`src/rtl/obp_pkg.sv`:
```
// Shared constants and types for the OneBitProcessor program loader.
// The top module re-declares the sizing values as parameters defaulting to these.
package obp_pkg;

  localparam int INSTR_W  = 13;
  localparam int PROG_LEN = 16;
  localparam int IN_REGS  = 2;
  localparam int OUT_REGS = 7;

  typedef enum logic [2:0] {
    IDLE,
    RESET_PROC,
    LOAD_WAIT,
    SHIFT,
    RUN
  } state_t;

  typedef logic [INSTR_W-1:0] instr_t;

endpackage

```
`src/rtl/obp_piso_shift.sv`:
```
// Parallel-load, MSB-first shift register with a down-counting bit counter.
// Next-cycle MSB and last-bit flags let the parent register its outputs.
module obp_piso_shift #(
  parameter int W = obp_pkg::INSTR_W
) (
  input  logic         clk,
  input  logic         reset,
  input  logic         i_load,
  input  logic         i_shift,
  input  logic [W-1:0] i_data,
  output logic         o_last,
  output logic         o_msb_nxt,
  output logic         o_last_nxt
);

  localparam int CW = (W > 1) ? $clog2(W) : 1;

  logic [W-1:0]  r_shreg;
  logic [W-1:0]  w_shreg_nxt;
  logic [CW-1:0] r_bit_cnt;
  logic [CW-1:0] w_bit_cnt_nxt;

  always_comb begin
    w_shreg_nxt   = r_shreg;
    w_bit_cnt_nxt = r_bit_cnt;
    if (i_load) begin
      w_shreg_nxt   = i_data;
      w_bit_cnt_nxt = CW'(W - 1);
    end else if (i_shift) begin
      w_shreg_nxt   = r_shreg << 1;
      w_bit_cnt_nxt = r_bit_cnt - 1'b1;
    end
  end

  always_ff @(posedge clk) begin
    if (reset) begin
      r_shreg   <= '0;
      r_bit_cnt <= '0;
    end else begin
      r_shreg   <= w_shreg_nxt;
      r_bit_cnt <= w_bit_cnt_nxt;
    end
  end

  assign o_last     = (r_bit_cnt == '0);
  assign o_msb_nxt  = w_shreg_nxt[W-1];
  assign o_last_nxt = (w_bit_cnt_nxt == '0);

endmodule

```
`src/rtl/obp_program_loader.sv`:
```
// Programs a OneBitProcessor by shifting host words MSB-first onto IN0, then
// releases it to run with the external inputs. All outputs are registered.
//
// state      | meaning
// IDLE       | processor untouched, inputs held at 0
// RESET_PROC | one-cycle processor reset pulse, word count cleared
// LOAD_WAIT  | waiting for the next host word, IN1 high keeps program paused
// SHIFT      | shifting the current word out with enable high
// RUN        | program loaded, ext_in passed through
module obp_program_loader #(
  parameter int INSTR_W  = obp_pkg::INSTR_W,
  parameter int PROG_LEN = obp_pkg::PROG_LEN,
  parameter int IN_REGS  = obp_pkg::IN_REGS
) (
  input  logic                          clk,
  input  logic                          reset,
  input  logic                          start,
  input  logic [INSTR_W-1:0]            word_data,
  input  logic                          word_valid,
  output logic                          word_ready,
  input  logic [IN_REGS-1:0]            ext_in,
  output logic                          proc_reset,
  output logic                          proc_en,
  output logic [IN_REGS-1:0]            proc_in,
  output logic                          loading,
  output logic                          done,
  output logic [$clog2(PROG_LEN+1)-1:0] word_cnt
);

  import obp_pkg::*;

  localparam int CNT_W = $clog2(PROG_LEN + 1);

  state_t             r_state, w_state_nxt;
  logic [CNT_W-1:0]   r_word_cnt, w_cnt_nxt;
  logic               r_word_ready, w_ready_nxt;
  logic               r_proc_reset, r_proc_en, r_loading, r_done;
  logic [IN_REGS-1:0] r_proc_in, w_in_nxt;
  logic               w_accept, w_load, w_shift;
  logic               w_last_bit, w_msb_nxt, w_last_nxt;

  // word_ready is only ever high in LOAD_WAIT or on a final SHIFT bit
  assign w_accept = word_valid && r_word_ready;

  obp_piso_shift #(.W(INSTR_W)) u_piso (
    .clk        (clk),
    .reset      (reset),
    .i_load     (w_load),
    .i_shift    (w_shift),
    .i_data     (word_data),
    .o_last     (w_last_bit),
    .o_msb_nxt  (w_msb_nxt),
    .o_last_nxt (w_last_nxt)
  );

  always_comb begin
    w_state_nxt = r_state;
    w_cnt_nxt   = r_word_cnt;
    w_load      = 1'b0;
    w_shift     = 1'b0;
    case (r_state)
      IDLE:       if (start) w_state_nxt = RESET_PROC;
      RESET_PROC: w_state_nxt = LOAD_WAIT;
      LOAD_WAIT: begin
        if (w_accept) begin
          w_load      = 1'b1;
          w_state_nxt = SHIFT;
        end
      end
      SHIFT: begin
        if (w_last_bit) begin
          w_cnt_nxt = (r_word_cnt == CNT_W'(PROG_LEN)) ? r_word_cnt : r_word_cnt + 1'b1;
          if (w_cnt_nxt == CNT_W'(PROG_LEN)) w_state_nxt = RUN;
          else if (w_accept)                 w_load      = 1'b1;
          else                               w_state_nxt = LOAD_WAIT;
        end else begin
          w_shift = 1'b1;
        end
      end
      RUN:        if (start) w_state_nxt = RESET_PROC;
      default:    w_state_nxt = IDLE;
    endcase
    if (w_state_nxt == RESET_PROC) w_cnt_nxt = '0;
  end

  // Outputs are precomputed from the next state so they line up with it
  always_comb begin
    w_ready_nxt = (w_state_nxt == LOAD_WAIT) ||
                  ((w_state_nxt == SHIFT) && w_last_nxt && (w_cnt_nxt != CNT_W'(PROG_LEN - 1)));
    w_in_nxt = '0;
    case (w_state_nxt)
      RESET_PROC, LOAD_WAIT: w_in_nxt[1] = 1'b1;
      SHIFT: begin
        w_in_nxt[1] = 1'b1;
        w_in_nxt[0] = w_msb_nxt;
      end
      RUN:     w_in_nxt = ext_in;
      default: w_in_nxt = '0;
    endcase
  end

  always_ff @(posedge clk) begin
    if (reset) begin
      r_state      <= IDLE;
      r_word_cnt   <= '0;
      r_word_ready <= 1'b0;
      r_proc_reset <= 1'b0;
      r_proc_en    <= 1'b0;
      r_proc_in    <= '0;
      r_loading    <= 1'b0;
      r_done       <= 1'b0;
    end else begin
      r_state      <= w_state_nxt;
      r_word_cnt   <= w_cnt_nxt;
      r_word_ready <= w_ready_nxt;
      r_proc_reset <= (w_state_nxt == RESET_PROC);
      r_proc_en    <= (w_state_nxt == SHIFT);
      r_proc_in    <= w_in_nxt;
      r_loading    <= (w_state_nxt == RESET_PROC) || (w_state_nxt == LOAD_WAIT) ||
                      (w_state_nxt == SHIFT);
      r_done       <= (w_state_nxt == RUN);
    end
  end

  assign word_ready = r_word_ready;
  assign proc_reset = r_proc_reset;
  assign proc_en    = r_proc_en;
  assign proc_in    = r_proc_in;
  assign loading    = r_loading;
  assign done       = r_done;
  assign word_cnt   = r_word_cnt;

endmodule

```
`config.mk`:
```
export PLATFORM = sky130hd
export DESIGN_NAME = obp_program_loader
export DESIGN_NICKNAME = d
export VERILOG_FILES = /design/src/rtl/obp_pkg.sv /design/src/rtl/obp_piso_shift.sv /design/src/rtl/obp_program_loader.sv
export SDC_FILE = /design/constraint.sdc
export NUM_CORES = 1
export LEC_CHECK = 0
export CAP_MARGIN = 5
export CELL_PAD_IN_SITES_DETAIL_PLACEMENT = 0
export CELL_PAD_IN_SITES_GLOBAL_PLACEMENT = 1
export CORE_MARGIN = 3
export CORE_UTILIZATION = 38
export CTS_CLUSTER_SIZE = 25
export DETAILED_ROUTE_END_ITERATION = 8
export PLACE_DENSITY = 0.84
export SYNTH_ARGS = -nofsm -noshare
export SYNTH_HDL_FRONTEND = slang
export SYNTH_HIERARCHICAL = 1
export SYNTH_SLANG_ARGS = --single-unit
```
`constraint.sdc`:
```
create_clock -name clk -period 2.4 [get_ports clk]
set_input_delay 0.24 -clock clk [delete_from_list [all_inputs] [get_ports clk]]
set_output_delay 0.24 -clock clk [all_outputs]
set_load 0.01 [all_outputs]
```
After elaboration in Yosys (flattened, before gate mapping)
Index checks and enable logic that the tools add are counted.
{ "totals": {"reg_bits": 32, "input_bits": 19, "out_inout_bits": 12, "word_cells": 58} }
{ "classes": {"addsub": 2, "eq_ne": 11, "muxes": 22, "reduce_logical": 12} }
{ "ops": {"columns": ["operator", "count"], "rows": [
  ["2-to-1 mux 13 bit", 2],
  ["2-to-1 mux 5 bit", 4],
  ["2-to-1 mux 3 bit", 5],
  ["equality test 3 x 2 -> 1 bit, second input constant", 4],
  ["case mux 3 bit (4 select lines)", 1],
  ["equality test 5 bit, second input constant", 2],
  ["logical NOT 4 bit", 2],
  ["2-to-1 mux 4 bit", 2],
  ["equality test 3 x 1 -> 1 bit, second input constant", 2],
  ["equality test 3 bit, second input constant", 2],
  ["case mux 1 bit (2 select lines)", 3],
  ["adder 5 x 1 -> 5 bit, second input constant", 1],
  ["2-to-1 mux 1 bit", 5],
  ["!= test 5 x 4 -> 1 bit, second input constant", 1],
  ["subtractor 4 x 1 -> 4 bit, second input constant", 1],
  ["logical AND 1 bit", 3],
  ["logical NOT 3 bit", 1],
  ["logical OR 1 bit", 3],
  ["OR reduction 3 bit", 1],
  ["nonzero test 2 bit", 1],
  ["OR reduction 2 bit", 1]
]} }

Logic depth before layout (Yosys ltp)
{ "depth": {"depth_word": 11, "depth_mapped": 12, "mapped_depth_nobuf": 11} }

Cells and area by module
Netlist, hierarchy kept.
{ "modules_own_cells": {"columns": ["module", "instances", "cells_each", "area_per_inst_um2", "seq_area_each_um2"], "rows": [
  ["obp_program_loader", 1, 105, 859.6, 300.3],
  ["obp_piso_shift", 1, 92, 819.5, 340.3]
]} }

Worst setup path after synthesis
No wires, ideal clock.
{ "synth_timing": {"path_kind": "reg-to-reg", "startpoint": "register r_word_cnt[0] (netlist: word_cnt[0])", "endpoint": "register u_piso.r_shreg[10]", "t_arrival_ps": 2133, "t_required_ps": 2330, "setup_slack_ps": 196, "path_stages_with_launch": 13, "n_path_buf": 3, "synth_period_minus_slack_ps": 2204, "path_cell_list": "dfxtp_1 > buf_6 > inv_1 > ha_1 > nand3b_1 > nor3_2 > nor3_2 > o21ai_0 > a21oi_1 > buf_2 > buf_2 > nand2_1 > a21oi_1"} }
{ "synth_between": {"elab_chain_cells": 7, "elab_cells_between_ends": 9, "classes_between": "add/sub (1); eq/ne (2); mux (5); reduce/logical (1)"} }
{ "synth_rtl": {"columns": ["element", "line_no", "rtl"], "rows": [
  ["start: declaration", "obp_program_loader.sv:35", "logic [CNT_W-1:0] r_word_cnt, w_cnt_nxt;"],
  ["start signal: assignment", "obp_program_loader.sv:114", "r_word_cnt <= w_cnt_nxt;"],
  ["adder 5 x 1 -> 5 bit / equality test 5 bit (equally long branches)", "obp_program_loader.sv:72", "w_cnt_nxt = (r_word_cnt == CNT_W'(PROG_LEN)) ? r_word_cnt : r_word_cnt + 1'b1;"],
  ["2-to-1 mux 5 bit *", "obp_program_loader.sv:72", null],
  ["equality test 5 bit *", "obp_program_loader.sv:73", "if (w_cnt_nxt == CNT_W'(PROG_LEN)) w_state_nxt = RUN;"],
  ["2-to-1 mux 1 bit *", "obp_program_loader.sv:73", null],
  ["2-to-1 mux 1 bit *", "obp_program_loader.sv:71", "if (w_last_bit) begin"],
  ["case mux 1 bit (2 select lines) *", "obp_program_loader.sv:61", "case (r_state)"],
  ["via w_load", "obp_program_loader.sv:39", "logic w_accept, w_load, w_shift;"],
  ["2-to-1 mux 13 bit / nonzero test 2 bit (equally long branches)", null, null],
  ["end signal: assignment", "obp_piso_shift.sv:40", "r_shreg <= w_shreg_nxt;"],
  ["end: declaration", "obp_piso_shift.sv:18", "logic [W-1:0] r_shreg;"]
]} }
Mark *: on every way through the listed nets, which the timed path passes. The rest lies on a longest branch.
A chain may end at the register's enable or synchronous reset.

Final worst setup path
{ "layout_timing": {"startpoint": "register r_word_cnt[0] (netlist: word_cnt[0])", "endpoint": "register u_piso.r_shreg[4]"} }
The elaborated chain is that of the path after synthesis.

==> results_dict.tcl <==
set metrics [dict create \
    worst-r2r-setup-slack_ns 0.16 \
    p_seq_share_pct 47.7 \
    leakagePower_uw 0.000850 \
    num-fill-cells 412 \
    synth_top_cell_by_area "dfxtp_1" \
    ios 31 \
    syn_area_per_cell_um2 8.52 \
    hold_ws_ns 0.506 \
    cp-end-kind "flop" \
    min_period_ns 2.24 \
    antenna_found_initial 0 \
    drive_gt1_share_pct 21.8 \
    p_switching_uw 247 \
    drc 0 \
    stdcell_area_um2 2240 \
    vias 1476 \
    yosysSeqAreaShare_pct 38.2 \
    arrival_ns 2.40 \
    synth_area_leaders "dfxtp_1, mux2_2, nand2_1" \
    worst_ep_required_time_ns 2.56 \
    slew_violations 0 \
    relSlewSlack_pct 72.4 \
    synth_cells 197 \
    die_h_um 72.5 \
    grt_pass1_vias 1399 \
    crit_type "flop to flop" \
    yosysWarnings 6 \
    cts_tree "yes" \
    reg2regPathDepth 10 \
    dp_hpwl_um 2700 \
    numCtsBuffers 5 \
    cp-endpoint "u_piso/r_shreg[4]" \
    hp-class "input pin to flop" \
    pre_cts_ws_ns -0.151 \
    drtIter0Drc 59 \
    hold_viol 0 \
    fin_ws_ns 0.160 \
    max_clock_freq_mhz 446 \
    cts.hold.buffers_added 0 \
    start_util_pct 40.5 \
    synth.distinct_cells 45 \
    r2r_end "u_piso/r_shreg[4]" \
    wl_per_cell_um 13.1 \
    cp_cell_sequence "inv_1 > ha_1 > nand3b_1 > nor3_2 > nor3_2 > o21ai_0 > a21oi_2 > inv_1 > nand2_1 > a21oi_1" \
    h-tree-depth 2 \
    grt_first_pass_wirelength_um 6380 \
    std_cell_rows 23 \
    worst_slew_pin_slew_ns 0.412 \
    power_frac_clock_pct 43.5 \
    maxCapViolCount 0 \
    sw_frac_of_total_pct 21.4 \
    num_antenna_cells 0 \
    ant_nets 0 \
    skew_ns 0.00709 \
    drtPass1Iterations 4 \
    gp_congestion 0.862 \
    cts_buffer_depth 2 \
    clockRootBuffer "clkbuf_8" \
    io_buffers 30 \
    syn_nets 219 \
    cts.sink_count 32 \
    status "finished, final reports clean" \
    synth_ff_type "dfxtp_1" \
    synth_seq_cells 32 \
    critPathLaunch "word_cnt[0]" \
    register_area_um2 642 \
    cp_slowest_cell "dfxtp_1" \
    powerDensity_nw_per_um2 517 \
    crit_path_start_kind "flop" \
    clk_latency_ns 0.29 \
    via_per_inst 5.04 \
    combPwrFrac_pct 8.9 \
    area_growth_syn_to_layout_pct 33.2 \
    grt_max_degree 15 \
    ys_async_sr_fraction_pct 0 \
    grt_overflow 0 \
    synth-edff-count 0 \
    vdd_ir_drop_max_mv 0.326 \
    setup_violations 0 \
    timing.final.crit_share_pct 93.3 \
    die_area_um2 5250 \
    yosysTopAreaCellShare_pct 38.2 \
    die_x_um 72.5 \
    core_um2 4140 \
    path_clk_slew_ns 0.07 \
    nNetsFinal 264 \
    wl_um 3840 \
    crit_fanout 11 \
    synth_area_um2 1680 \
    slowest_delay_ns 0.43 \
    grtUsageTotal_pct 15.5 \
    p_int_uw 909 \
    r2r_start "word_cnt[0]" \
    tns_ns 0 \
    multi_input_area_um2 945 \
    place_area_um2 2100 \
]
[Yosys cell counts (all sizes together) (2+ instances only)]
library cell  instances
nor3                  8
nor2b                 2
mux2                 11
nand3b                2
xor2                  2
dfxtp                32
and3                  2
and2                  3
o31ai                 2
o21ai                 9
mux2i                 2
clkbuf                2
o21a                  2
nand4b                2
o21ba                 2
buf                   9
nor2                 17
xnor2                 4
a21oi                16
nand2                31
inv                  10
nand3                 6
a31oi                 2
nand4                 4
nor3b                 3
ha                    3
[what timing repair did]
item,CTS,global route
endpoints found under the setup margin,15,14
resized for setup,2,5
setup buffers,0,1
pin swaps,0,1
[power by group through the flow]
| stage | clock network, uW | registers [uW] | logic [uW] |
|---|---|---|---|
| after floorplan | 0 | 565 | 40.2 |
| after global placement | 0 | 562 | 101 |
| after detailed placement | 0 | 562 | 101 |
| after CTS | 517 | 551 | 103 |
| after global routing | 541 | 552 | 113 |
| final | 503 | 551 | 102 |
[worst max-delay path, delay by kind of cell, from the launching register on]
| kind | cells | cell delay, ns |
|---|---|---|
| AO/OA/AOI/OAI | 3 | 0.58 |
| buffers and inverters | 2 | 0.37 |
| adder cells (fa/ha/maj) | 1 | 0.22 |
| flip-flops | 1 | 0.43 |
| AND/OR/NAND/NOR | 4 | 0.51 |
[cells in the final DEF, fill, tap and decap left out, drive strengths merged, types with 2 or more instances in the layout]
cell type / count
dfxtp: 32
nand2: 31
clkdlybuf4s50: 30
buf: 19
nor2: 17
a21oi: 16
mux2: 11
inv: 10
o21ai: 9
nor3: 8
nand3: 6
clkbuf: 6
nand4: 4
xnor2: 4
and2: 3
nor3b: 3
ha: 3
nand3b: 2
nand4b: 2
o31ai: 2
o21a: 2
nor2b: 2
mux2i: 2
xor2: 2
a31oi: 2
and3: 2
o21ba: 2
[flip-flops by register name, indices dropped and copies added, names as in the netlist]
register and count:
proc_reset 1, u_piso/r_bit_cnt 4, proc_in 2, proc_en 1, r_state 3, word_cnt 5
done 1, u_piso/r_shreg 13, loading 1, word_ready 1
[stage by stage]
stage / std cells / utilization [%] / power [uW]
floorplan: 197 / - / 605
global placement: 284 / 50.6 / 664
finish: 293 / 54.0 / 1160
CTS: 292 / 53.4 / 1170
global route: 293 / 54.0 / 1210
detailed placement: 284 / 50.6 / 663
[per-layer routing]
layer	GRT usage, %	vias up	routed length, um
met5	0	-	0
met4	7.17	0	72
met3	3.88	7	204
met2	22.2	35	1660
met1	21.7	661	1900
li1	-	773	-
[layout make-up]
class / instances / area share, %
Clock inverter: 2 / 1.57
Inverter: 10 / 1.68
Clock buffer: 6 / 3.24
Multi-Input combinational cell: 144 / 42.2
Timing Repair Buffer: 49 / 19.8
Tap cell: 50 / 2.80
Sequential cell: 32 / 28.7
[worst min path at each step]
stage | startpoint | end | slack [ns] | depth (start not counted)
2_1_floorplan | reset | u_piso/r_shreg[11] | 0.31 | 1
3_3_place_gp | u_piso/r_bit_cnt[1] | u_piso/r_bit_cnt[1] | 0.60 | 3
3_5_place_dp | u_piso/r_bit_cnt[1] | u_piso/r_bit_cnt[1] | 0.60 | 3
4_1_cts | word_data[10] | u_piso/r_shreg[10] | 0.51 | 3
5_1_grt | word_data[8] | u_piso/r_shreg[8] | 0.51 | 3
6_report | word_data[7] | u_piso/r_shreg[7] | 0.51 | 3
[logic make-up after synthesis]
| group | Yosys count | share of synthesized area [%] |
|---|---|---|
| and+or+nand+nor | 83 | 25.8 |
| AOI/OAI and AO/OA | 39 | 15.2 |
| DFF | 32 | 38.2 |
| buffers and inverters | 21 | 6.93 |
| muxes | 13 | 8.57 |
| xor gates and xnor gates | 6 | 3.13 |
| adders and majority gates | 3 | 2.24 |
(Power assumes the default switching activity.)
